===== config.mk =====
export PLATFORM = sky130hd
export DESIGN_NAME = instruction_sequencer
export DESIGN_NICKNAME = d
export VERILOG_FILES = /design/src/rtl/instruction_sequencer.sv
export SDC_FILE = /design/constraint.sdc
export NUM_CORES = 1
export LEC_CHECK = 0
export CORE_UTILIZATION = 30
export CTS_BUF_LIST = sky130_fd_sc_hd__clkbuf_4 sky130_fd_sc_hd__clkbuf_8 sky130_fd_sc_hd__clkbuf_16
export DETAILED_ROUTE_END_ITERATION = 10
export RECOVER_POWER = 25
export SKIP_LAST_GASP = 1
export SLEW_MARGIN = 20
export SYNTH_ARGS = -nofsm -noshare
export SYNTH_HDL_FRONTEND = slang
export SYNTH_SLANG_ARGS = --single-unit

===== constraint.sdc =====
create_clock -name CLK -period 10 [get_ports CLK]
set_input_delay 2 -clock CLK [delete_from_list [all_inputs] [get_ports CLK]]
set_output_delay 2 -clock CLK [all_outputs]
set_load 0.01 [all_outputs]

===== src/rtl/instruction_sequencer.sv =====
// Issue stage: queues host instructions with repeat counts and drives exactly one
// word per clock to the accelerator, substituting all-zero NOPs when idle or held.
module instruction_sequencer #(
  parameter int depth    = 3,
  parameter int W        = 16,
  parameter int insW     = (2 > depth) ? 2 : depth,
  parameter int insD     = ((1 << depth) > W) ? (1 << depth) : W,
  parameter int insWidth = 4 + 2 + 2*insW + insD,
  parameter int RW       = 8,
  parameter int QA       = 4
) (
  input  logic                CLK,
  input  logic                RST,
  input  logic                inValid,
  output logic                inReady,
  input  logic [insWidth-1:0] inInstruction,
  input  logic [RW-1:0]       inRepeat,
  input  logic                hold,
  output logic [insWidth-1:0] instruction,
  output logic                issueValid,
  output logic                idle,
  output logic [QA:0]         level
);

  typedef struct packed {
    logic [insWidth-1:0] ins;
    logic [RW-1:0]       rep;
  } entry_t;

  localparam logic [QA:0] CAP = (QA+1)'(1 << QA);

  entry_t              mem [0:(1<<QA)-1];
  logic [QA-1:0]       wrPtr, rdPtr;
  logic [RW-1:0]       remaining;
  logic [insWidth-1:0] curWord;
  entry_t              head;
  logic                push, pop;

  assign inReady = (level != CAP);
  assign idle    = (level == '0) && (remaining == '0);
  assign head    = mem[rdPtr];
  assign push    = inValid && inReady;
  // Pops only when not held and the current word has no repeats left.
  assign pop     = !hold && (remaining == '0) && (level != '0);

  always_ff @(posedge CLK) begin
    if (push && !RST) mem[wrPtr] <= '{ins: inInstruction, rep: inRepeat};
  end

  always_ff @(posedge CLK) begin
    if (RST) begin
      wrPtr       <= '0;
      rdPtr       <= '0;
      level       <= '0;
      remaining   <= '0;
      curWord     <= '0;
      instruction <= '0;
      issueValid  <= 1'b0;
    end else begin
      if (push) wrPtr <= wrPtr + 1'b1;
      if (pop)  rdPtr <= rdPtr + 1'b1;
      level <= level + {{QA{1'b0}}, push} - {{QA{1'b0}}, pop};

      // curWord survives hold so a held repeat resumes with the right word.
      if (hold) begin
        instruction <= '0;
        issueValid  <= 1'b0;
      end else if (remaining != '0) begin
        instruction <= curWord;
        issueValid  <= 1'b1;
        remaining   <= remaining - 1'b1;
      end else if (pop) begin
        curWord     <= head.ins;
        instruction <= head.ins;
        issueValid  <= 1'b1;
        remaining   <= head.rep;
      end else begin
        instruction <= '0;
        issueValid  <= 1'b0;
      end
    end
  end

endmodule


== Yosys cells after proc, flatten, opt, wreduce, memory -nomap -nowiden ==
Memory sizes are Yosys's and may differ from the RTL's. A register that Yosys moved wholly into a read port is not among the register bits.
Cells that the tools add are included.

* Register bits: 78
* RAM bits: 576
* Memories kept: 1
* Output and inout bits: 36
* Input bits: 40

{| class="wikitable"
|+ Memories
! name !! words !! bits a word !! rd ports !! clocked after memory_dff !! wr ports !! RTL line !! RTL
|-
| mem || 16 || 36 || 1 || 1 || 1 || 32 || <nowiki>entry_t mem [0:(1<<QA)-1];</nowiki>
|}

* Multiplexer cells: 10
* Add/sub/neg operators: 5
* Reduce and logical (&&, ||, !) cells: 15
* Equality and inequality tests: 1
* Bitwise logic cells: 2

{| class="wikitable"
|+ Operators with widths
! operator !! count
|-
| $mux 28 || 2
|-
| $mux 8 || 2
|-
| $add 4x1->4 const B || 2
|-
| $logic_not 8->1 || 1
|-
| $mux 4 || 2
|-
| $reduce_bool 8->1 || 1
|-
| $sub 8x1->8 const B || 1
|-
| $add 5x1->5 || 1
|-
| $logic_and 1x1->1 || 5
|-
| $logic_not 5->1 || 1
|-
| $ne 5x5->1 const B || 1
|-
| $reduce_bool 5->1 || 1
|-
| $sub 5x1->5 || 1
|-
| $mux 1 || 4
|-
| $reduce_and 3->1 || 1
|-
| $logic_not 1->1 || 2
|-
| $not 1->1 || 2
|-
| $reduce_and 2->1 || 1
|-
| $reduce_bool 2->1 || 1
|-
| $reduce_or 2->1 || 1
|}

== Depth between registers and ports, before layout ==
Gate-level depths: netlist of run 1.

* Depth in word-level cells: 5
* Mapped depth: 15
* Mapped depth without buffers: 15

== Worst setup path after synthesis of run 1 ==
No wires, ideal clock.

* Path type: input to register
* From: input inValid
* To: memory mem[15][0] (netlist name) (enable)
* Stages: 4
* Data required time: 9.571 ns
* Data arrival time: 4.089 ns
* Setup slack: 5.482 ns
* Cell sequence: and2_1 > clkbuf_1 > nand2_1 > nor2_1

* Cells in the longest elaborated chain, start to end: 4

{| class="wikitable"
|+ RTL lines
! what !! RTL line !! RTL
|-
| start: declaration || 14 || <nowiki>input logic inValid,</nowiki>
|-
| $logic_and 1x1->1 || 42 || <nowiki>assign push = inValid && inReady;</nowiki>
|-
| $logic_and 1x1->1 || 47 || <nowiki>if (push && !RST) mem[wrPtr] <= '{ins: inInstruction, rep: inRepeat};</nowiki>
|-
| $mux 1 || 47 ||
|-
| $mux 1 (implied by the code) || 47 ||
|-
| end: declaration || 32 ||
|}

Every way passes these cells.

== Final worst setup path of run 1 ==
* From: register remaining[0]
* To: output idle

* Cells in the longest elaborated chain, start to end: 2

{| class="wikitable"
|+ RTL lines
! what !! RTL line !! RTL
|-
| start: declaration || 34 || <nowiki>logic [RW-1:0] remaining;</nowiki>
|-
| start signal: assignment || 71 || <nowiki>remaining <= remaining - 1'b1;</nowiki>
|-
| start signal: assignment || 76 || <nowiki>remaining <= head.rep;</nowiki>
|-
| $logic_not 8->1 || 40 || <nowiki>assign idle = (level == '0) && (remaining == '0);</nowiki>
|-
| $logic_and 1x1->1 || 40 ||
|-
| end: declaration || 21 || <nowiki>output logic idle,</nowiki>
|}

Every way passes these cells.

==> impl_metrics.toml, run 1 <==
[clock_network]
clk_latency_ps = 610
cts_buffers = 71
hold_buffers = 0
htree_levels = 3
cts_sinks = 658
clk_pin_slew_worst_paths_ps = 60
cts_tree = "done"
post_cts_buffers = 0
ctsLongestPathBuffers = 3
clockRootBuffer = "clkbuf_16"
post_cts_resized = 0

[placement]
numPortBuffers = 75
hpwl_mm = 28.1
routabilityCongestion = 0.745
place_area_um2 = 27000

[synthesis]
synth_top_cell_area_share = 0.696
yosysSeqAreaShare = 0.762
synthMuxAreaShare = 0.164
synthAdderAreaFrac = 0.00735
synth_area_leaders = "edfxtp_1, mux4_2, dfxtp_1, a21o_1, nor2b_1"
synthFlopType = "edfxtp_1"
ys_ff_latch = 658
synth_top_family_by_area = "multiplexers"
syn_nets = 1192
ys_types = 46
synthXorXnorAreaFrac = 0.00352
async_flop_share = 0
synth-simple-area-share = 0.0244
syn_area_um2 = 24900
yosys_warnings = 0
yosys.area.top_type = "edfxtp_1"
synth_compound_area_frac = 0.0248
post_synth.cell_area_avg_um2 = 21.9
syn_inst = 1138
synth_edf_count = 576

[floorplan]
rows = 105
fp.dieW_um = 290
initial_utilization = 0.303
core_um2 = 82100
die-area_um2 = 84100
io_pins = 76
die_y_um = 290

[sta]
slew_viol_final = 0
tightest_slew_ps = 957
relSlewSlack = 0.362
clock_skew_ps = 22.6
period_minus_slack_ps = 4750
hold_ws_ps = 451
tns_ps = 0
fin_crit_sh = 0.475
hold_viol = 0
fmax_mhz = 210
setup_viol = 0
rsz0062_at_grt = "no"

[setup_path]
worst-r2r-setup-slack_ps = 6630
path_class = "flop to output pin"
cp.required_ps = 8000
slowest_stage = "clkdlybuf4s50_1"
worstRegToRegCells = 15
r2r-start = "remaining[0]$_SDFFE_PP0P_"
crit_arrival_ps = 2750
cpPeakStageDelay_ps = 570
cp-startpoint = "remaining[0]$_SDFFE_PP0P_"
path_cells = "inv_1 -> ha_1 -> nor4b_2 -> nand3b_1 -> nor2_1 -> clkdlybuf4s50_1"
r2r-end = "level[4]$_SDFF_PP0_"
cp-start-kind = "flop"
cp-end-kind = "output pin"
worst-path-max-fanout = 9

[detailed_routing]
drt-total-wl_mm = 53.3
wl_per_cell_um = 22.4
vias = 11500
drtIter0Drc = 975
antenna_left = 0
routed_via_density = 4.82
first_pass_iters = 5
drc_errors = 0

[hold_path]
min_path_cells = 1
holdCritPathClass = "flop to flop"
hold-path-endpoint = "curWord[13]$_SDFFE_PP0P_"
hp-start = "curWord[13]$_SDFFE_PP0P_"

[final_layout]
layout_commonest_cell = "edfxtp_1"
nets = 1311
antenna_cells = 0
nFillCells = 7402
design_area_um2 = 29400
ff_latch_area_um2 = 19000
final_cell_mix = "edfxtp_1, mux4_2, dfxtp_1"
multiInputGateArea_um2 = 5710
area_growth_pct = 18.2
drive_gt1_frac = 0.268

[global_routing]
grt_overflow = 0
grt_pass1_wl_mm = 80.9
grt_pass1_vias = 12300
grt_antenna_before_repair = 3
track_usage = 0.129
grt_max_degree = 100

[power_and_ir_drop]
p_per_area_nw_per_um2 = 227
p_leak_uw = 0.00940
power_uw = 6670
irDropWorstVdd_v = 0.000195

[run]
drv_cap = 0

[status]
run_status = "complete, no violations"
==> how the worst max path moves through the flow <==
stage               slack [ps]                    to
finish                    5250                  idle
CTS                       5190                  idle
floorplan                 5480  mem[15][0]$_DFFE_PP_
global placement          5190   level[4]$_SDFF_PP0_
detailed placement        5280   level[4]$_SDFF_PP0_
global route              5020                  idle
==> kinds of logic after synthesis <==
group           count (synthesis)
xor+xnor                       10
compound gates                 86
buf+inv                        70
flops                         658
mux                           188
simple gates                  112
fa+ha+maj                      14
==> registers in the layout (all words and copies together) (netlist names), named ones only <==
signal,cells
remaining,8
issueValid,1
wrPtr,4
rdPtr,4
instruction,28
level,5
mem,576
curWord,28
==> power breakdown <==
group | switching [uW] | total, uW | internal [uW]
Sequential | 89.7 | 3180 | 3090
Clock | 1060 | 2600 | 1540
Combinational | 428 | 892 | 464
==> cell type report <==
| cell class | count | share of cell area |
|---|---|---|
| Multi-Input combinational cell | 410 | 0.194 |
| Timing Repair Buffer | 102 | 0.0335 |
| Clock inverter | 41 | 0.0133 |
| Sequential cell | 658 | 0.645 |
| Clock buffer | 90 | 0.0670 |
| Inverter | 14 | 0.00179 |
| Tap cell | 1070 | 0.0455 |
==> stage by stage <==
| stage | setup WS, ps | util | instances |
|---|---|---|---|
| floorplan | 5480 | - | 1138 |
| global placement | 5190 | 0.329 | 2253 |
| detailed placement | 5280 | 0.329 | 2253 |
| CTS | 5190 | 0.358 | 2384 |
| global route | 5020 | 0.358 | 2385 |
| finish | 5250 | 0.358 | 2385 |
==> synth_stat cells (2+ instances only) <==
| cell | count |
|---|---|
| a311oi_1 | 3 |
| mux2i_1 | 6 |
| buf_2 | 9 |
| nand3_1 | 5 |
| mux2_2 | 7 |
| mux4_2 | 175 |
| nand2b_1 | 3 |
| a21oi_1 | 12 |
| a21o_1 | 58 |
| nor2b_1 | 32 |
| nor4b_1 | 2 |
| inv_1 | 12 |
| nor3_1 | 7 |
| nor4b_2 | 2 |
| o311ai_0 | 2 |
| or3_1 | 4 |
| nand2_1 | 10 |
| o21ai_0 | 3 |
| xnor2_1 | 7 |
| clkbuf_1 | 32 |
| dfxtp_1 | 82 |
| buf_6 | 11 |
| nor2_1 | 37 |
| or4_1 | 2 |
| buf_1 | 4 |
| nand3b_1 | 2 |
| ha_1 | 13 |
| edfxtp_1 | 576 |
| xor2_1 | 3 |
==> metal layers <==
metal	vias up	track usage	part of all wire
li1	4955	-	-
met1	6190	0.173	0.44
met2	258	0.212	0.49
met3	82	0.0248	0.045
met4	2	0.0384	0.020
met5	-	0	0.00017
==> worst max-delay path: cells and delay by family, from the launching register on <==
kind / cells / cell delay (ps)
flip-flops: 1 / 330
AND/OR/NAND/NOR: 3 / 890
buffers and inverters: 2 / 710
adder cells (fa/ha/maj): 1 / 210
Power figures use the tool's default switching activity.
==> run 2: changes to the inputs <==
==> constraint.sdc (replaced) <==
create_clock -name CLK -period 3.93 [get_ports CLK]
set_input_delay 0.786 -clock CLK [delete_from_list [all_inputs] [get_ports CLK]]
set_output_delay 0.786 -clock CLK [all_outputs]
set_load 0.01 [all_outputs]
==> run 2 against run 1 <==
Combinational power grew to 2.7 times the previous value. Utilization is 0.32 points higher. Register-to-register slack worse by 5800 ps. Clock power grew to 2.5 times the previous value. First-iteration DRC count is 3.1% lower. Flip-flop and latch count stayed put. Global-route usage is 0.35 points higher.
==> impl_metrics.toml, run 2 (synthesis results as in run 1) <==
[status]
run_status = "complete, no violations"

[detailed_routing]
antenna_left = 0
drtIter0Drc = 945
first_pass_iters = 5
drt-total-wl_mm = 55.3
drc_errors = 0
vias = 11700
routed_via_density = 4.85
wl_per_cell_um = 22.9

[final_layout]
antenna_cells = 0
reg_top3 = "mem: 576 flops, curWord: 28 flops, instruction: 28 flops"
layout_commonest_cell = "edfxtp_1"
largest_reg_flops = 576
final_cell_mix = "edfxtp_1, mux4_2, dfxtp_1"
nets = 1335
top_register = "mem"
area_growth_pct = 19.3
drive_gt1_frac = 0.285

[setup_path]
cp-start-kind = "flop"
path_class = "flop to output pin"
crit_arrival_ps = 2680
cp.required_ps = 3140
worst-path-max-fanout = 8
cp-end-kind = "output pin"

[sta]
fmax_mhz = 288
tightest_slew_ps = 847
hold_ws_ps = 447
hold_viol = 0
relSlewSlack = 0.435
setup_viol = 0
tns_ps = 0
rsz0062_at_grt = "no"
clock_skew_ps = 38.3
fin_crit_sh = 0.882
period_minus_slack_ps = 3470
slew_viol_final = 0

[floorplan]
rows = 105
io_pins = 76
die_y_um = 290
fp.dieW_um = 290
initial_utilization = 0.303
die-area_um2 = 84100
core_um2 = 82100

[global_routing]
grt_pass1_vias = 12500
grt_max_degree = 56
grt_pass1_wl_mm = 81.8
track_usage = 0.132
grt_util_met3 = 0.0241
grt_antenna_before_repair = 8
grt_overflow = 0
top_usage_layer = "met2"
met2_usage = 0.219
use_met1 = 0.174

[placement]
routabilityCongestion = 0.756
numPortBuffers = 75
hpwl_mm = 31.6

[clock_network]
htree_levels = 3
clk_pin_slew_worst_paths_ps = 60
cts_buffers = 70
clk_latency_ps = 630
post_cts_buffers = 0
post_cts_resized = 0
cts_tree = "done"
clockRootBuffer = "clkbuf_16"
cts_sinks = 658
ctsLongestPathBuffers = 3
hold_buffers = 0

[hold_path]
holdCritPathClass = "flop to flop"

[power_and_ir_drop]
p_leak_uw = 0.00956
p_per_area_nw_per_um2 = 573
irDropWorstVdd_v = 0.000302

[run]
drv_cap = 0
-- run 2: changes by cell type in the layout (fill, tap and decap cells not counted), moves of 4 or more --
cell	previous run	this run
clkbuf_8	5	11
clkinv_1	15	9
clkbuf_4	13	23
clkinv_2	10	5
inv_6	4	0
buf_4	25	43
buf_12	1	9
-- run 2: final timing paths --
check | startpoint | end | slack, ps | cells past startpoint
min reg2reg | curWord[12]$_SDFFE_PP0P_ | curWord[12]$_SDFFE_PP0P_ | 450 | 1
max | remaining[0]$_SDFFE_PP0P_ | idle | 460 | 7
min | curWord[12]$_SDFFE_PP0P_ | curWord[12]$_SDFFE_PP0P_ | 450 | 1
max reg2reg | level[3]$_SDFF_PP0_ | level[4]$_SDFF_PP0_ | 800 | 14
-- run 2: final cells by class --
| class | count | area (um2) |
|---|---|---|
| Clock buffer | 104 | 2080 |
| Inverter | 14 | 52.6 |
| Clock inverter | 25 | 280 |
| Sequential cell | 658 | 19000 |
| Fill cell | 7411 | 52500 |
| Multi-Input combinational cell | 410 | 5710 |
| Timing Repair Buffer | 127 | 1250 |
| Tap cell | 1070 | 1340 |
-- run 2: routing by layer --
metal	vias to the layer above	part of all wire	wire (um)
li1	5005	-	-
met4	6	0.026	1420
met2	305	0.50	27500
met3	91	0.049	2710
met5	-	0.00062	34
met1	6270	0.43	23600
-- run 2: per-stage QoR --
stage          cells  power (uW)  setup slack (ps)  instance area (um2)   util
3_5_place_dp    2279       10600               667                27300  0.333
2_1_floorplan   1138        9860               558                24900      -
5_1_grt         2408       17700               281                29700  0.361
6_report        2408       17000               463                29700  0.361
4_1_cts         2408       17200               392                29700  0.361
3_3_place_gp    2279       10600               610                27300  0.333
-- run 2: report_power, final --
part	switching [uW]	total, uW	internal (uW)
registers	173	8040	7870
logic	1170	2400	1230
clock network	2710	6560	3850
total	4050	17000	13000
-- run 2: worst max-delay path, cell delays in order, from the launching register on --
cell and delay [ps]:
dfxtp_1 330, inv_1 140, ha_1 220, nor4b_2 310
nand3b_1 150, buf_4 200, nor2_1 150, clkdlybuf4s50_1 570
==> run 3: changes to the inputs <==
--- a/config.mk
+++ b/config.mk
@@ -5,6 +5,7 @@
 export SDC_FILE = /design/constraint.sdc
 export NUM_CORES = 1
 export LEC_CHECK = 0
+export ABC_AREA = 1
 export CORE_UTILIZATION = 30
 export CTS_BUF_LIST = sky130_fd_sc_hd__clkbuf_4 sky130_fd_sc_hd__clkbuf_8 sky130_fd_sc_hd__clkbuf_16
 export DETAILED_ROUTE_END_ITERATION = 10
==> run 3 against run 2 <==
Via count increased by 44%. Final cell count increased by 49%. Count of clock-buffer cells in the layout decreased by 16. Worst setup slack improved by 220 ps. Hold slack improved by 12 ps. Critical path type unchanged. Utilization decreased by 1.2 points.
==> impl_metrics.toml, run 3 <==
[status]
run_status = "complete, no violations"

[final_layout]
final_cell_mix = "edfxtp_1, nor2_1, nand2_1"
fin_cells = 3594
layout_commonest_cell = "edfxtp_1"
largest_reg_flops = 576
nets = 2434
nFillCells = 8585
antenna_cells = 0
finalCoreUtilization = 0.350
top_register = "mem"
drive_gt1_frac = 0.0799
area_growth_pct = 15.4
reg_top3 = "mem: 576 flops, curWord: 28 flops, instruction: 28 flops"
design_area_um2 = 30800

[setup_path]
path_cells = "inv_1 -> ha_1 -> nand3_1 -> nor2_1 -> inv_1 -> nor2_1 -> clkdlybuf4s50_1"
path_class = "flop to output pin"
r2r-start = "level[3]$_SDFF_PP0_"
cp.required_ps = 3140
cp_num_cells = 7
cp-end-kind = "output pin"
r2r-end = "level[4]$_SDFF_PP0_"
slowest_stage = "clkdlybuf4s50_1"
worst-path-max-fanout = 3
cp-start-kind = "flop"
worst-r2r-setup-slack_ps = 1080
critPathBufInv = 3
crit_arrival_ps = 2460
cpPeakStageDelay_ps = 560
worstRegToRegCells = 15
critical_path.top_delay_family = "buffers and inverters"

[synthesis]
post_synth.cell_area_avg_um2 = 11.5
synth_edf_count = 576
ys_types = 34
yosys.area.top_type = "edfxtp_1"
synthMuxAreaShare = 0
synthFlopType = "edfxtp_1"
synthXorXnorAreaFrac = 0.00164
syn_area_um2 = 26700
yosysSeqAreaShare = 0.709
yosys_warnings = 0
syn_inst = 2322
synth_compound_area_frac = 0.0722
syn_nets = 2376
async_flop_share = 0
synthAdderAreaFrac = 0.00684
synth_most_common_cell = "edfxtp_1"
synth_top_cell_area_share = 0.647
synth_top_family_by_area = "simple AND/OR/NAND/NOR gates"
synth_commonest_cells = "edfxtp_1, nor2_1, nand2_1, nand3_1, inv_1"
synth_area_leaders = "edfxtp_1, dfxtp_1, nor2_1, nand2_1, nand3_1"
ys_ff_latch = 658
synth-simple-area-share = 0.155

[hold_path]
holdCritPathClass = "flop to flop"
min_path_cells = 2
hold-path-endpoint = "instruction[6]$_SDFF_PP0_"
hp-start = "curWord[6]$_SDFFE_PP0P_"

[detailed_routing]
vias = 16800
drt-total-wl_mm = 65.5
antenna_left = 0
first_pass_iters = 5
routed_via_density = 4.69
wl_per_cell_um = 18.2
drc_errors = 0
drtIter0Drc = 1306

[sta]
relSlewSlack = 0.404
fin_crit_sh = 0.825
hold_viol = 0
tightest_slew_ps = 894
tns_ps = 0
setup_viol = 0
clock_skew_ps = 27.6
period_minus_slack_ps = 3240
fmax_mhz = 308
rsz0062_at_grt = "no"
slew_viol_final = 0

[global_routing]
grt_antenna_before_repair = 10
grt_pass1_wl_mm = 98.9
grt_max_degree = 143
grt_overflow = 0
track_usage = 0.144
grt_pass1_vias = 16100

[clock_network]
hold_buffers = 0
post_cts_resized = 0
cts_sinks = 658
cts_buffers = 67
clk_latency_ps = 620
ctsLongestPathBuffers = 3
post_cts_buffers = 0
htree_levels = 3
clockRootBuffer = "clkbuf_16"
clk_pin_slew_worst_paths_ps = 60
cts_tree = "done"

[placement]
place_area_um2 = 28600
placed_cells = 3476
numPortBuffers = 75
routabilityCongestion = 0.768
hpwl_mm = 37.6

[power_and_ir_drop]
power_uw = 17800
p_leak_uw = 0.0106
irDropWorstVdd_v = 0.000337
p_per_area_nw_per_um2 = 577

[floorplan]
fp.dieW_um = 300
initial_utilization = 0.303
die-area_um2 = 90300
io_pins = 76
core_um2 = 88200
rows = 109
die_y_um = 300

[run]
drv_cap = 0
[run 3: tightest hold or removal path: stages (launching register included)]
cell	delay, ps
dfxtp_1	310
nand2_1	60
a21oi_1	60
[run 3: worst max-delay path by stage]
stage                   startpoint                    to  slack [ps]
3_3_place_gp                  hold   level[4]$_SDFF_PP0_         720
5_1_grt        level[3]$_SDFF_PP0_                  idle         470
3_5_place_dp                  hold   level[4]$_SDFF_PP0_         730
2_1_floorplan                  RST  mem[11][0]$_DFFE_PP_         750
4_1_cts        level[3]$_SDFF_PP0_                  idle         610
6_report       level[3]$_SDFF_PP0_                  idle         690
[run 3: through the flow]
stage / hold slack (ps) / worst slack, ps
6_report: 458 / 686
5_1_grt: 474 / 475
4_1_cts: 457 / 611
3_5_place_dp: 456 / 733
3_3_place_gp: 452 / 720
2_1_floorplan: 443 / 753
[run 3: power by group]
part,switching (uW),internal (uW)
sequential,139,7840
combinational,2330,1050
clock,2660,3770
[run 3: cell type report]
type / count / area [um2] / area share
Timing Repair Buffer: 127 / 1260 / 0.0409
Tap cell: 1165 / 1460 / 0.0473
Clock inverter: 30 / 314 / 0.0102
Inverter: 140 / 533 / 0.0173
Sequential cell: 658 / 19000 / 0.614
Clock buffer: 88 / 1910 / 0.0620
Multi-Input combinational cell: 1386 / 6420 / 0.208
[run 3: metal layers]
| layer | wire (um) | share of wire | global-route usage | up-vias |
|---|---|---|---|---|
| met1 | 28800 | 0.44 | 0.193 | 8148 |
| met2 | 31500 | 0.48 | 0.237 | 453 |
| met3 | 3990 | 0.061 | 0.0274 | 94 |
| met5 | 110 | 0.0017 | 0 | - |
| li1 | - | - | - | 8127 |
| met4 | 1100 | 0.017 | 0.0418 | 18 |
[run 3: cell families after synthesis]
family | Yosys count
XOR/XNOR | 5
flip-flops | 658
AO/OA/AOI/OAI | 346
adder cells (fa/ha/maj) | 14
buffers and inverters | 278
AND/OR/NAND/NOR | 1021
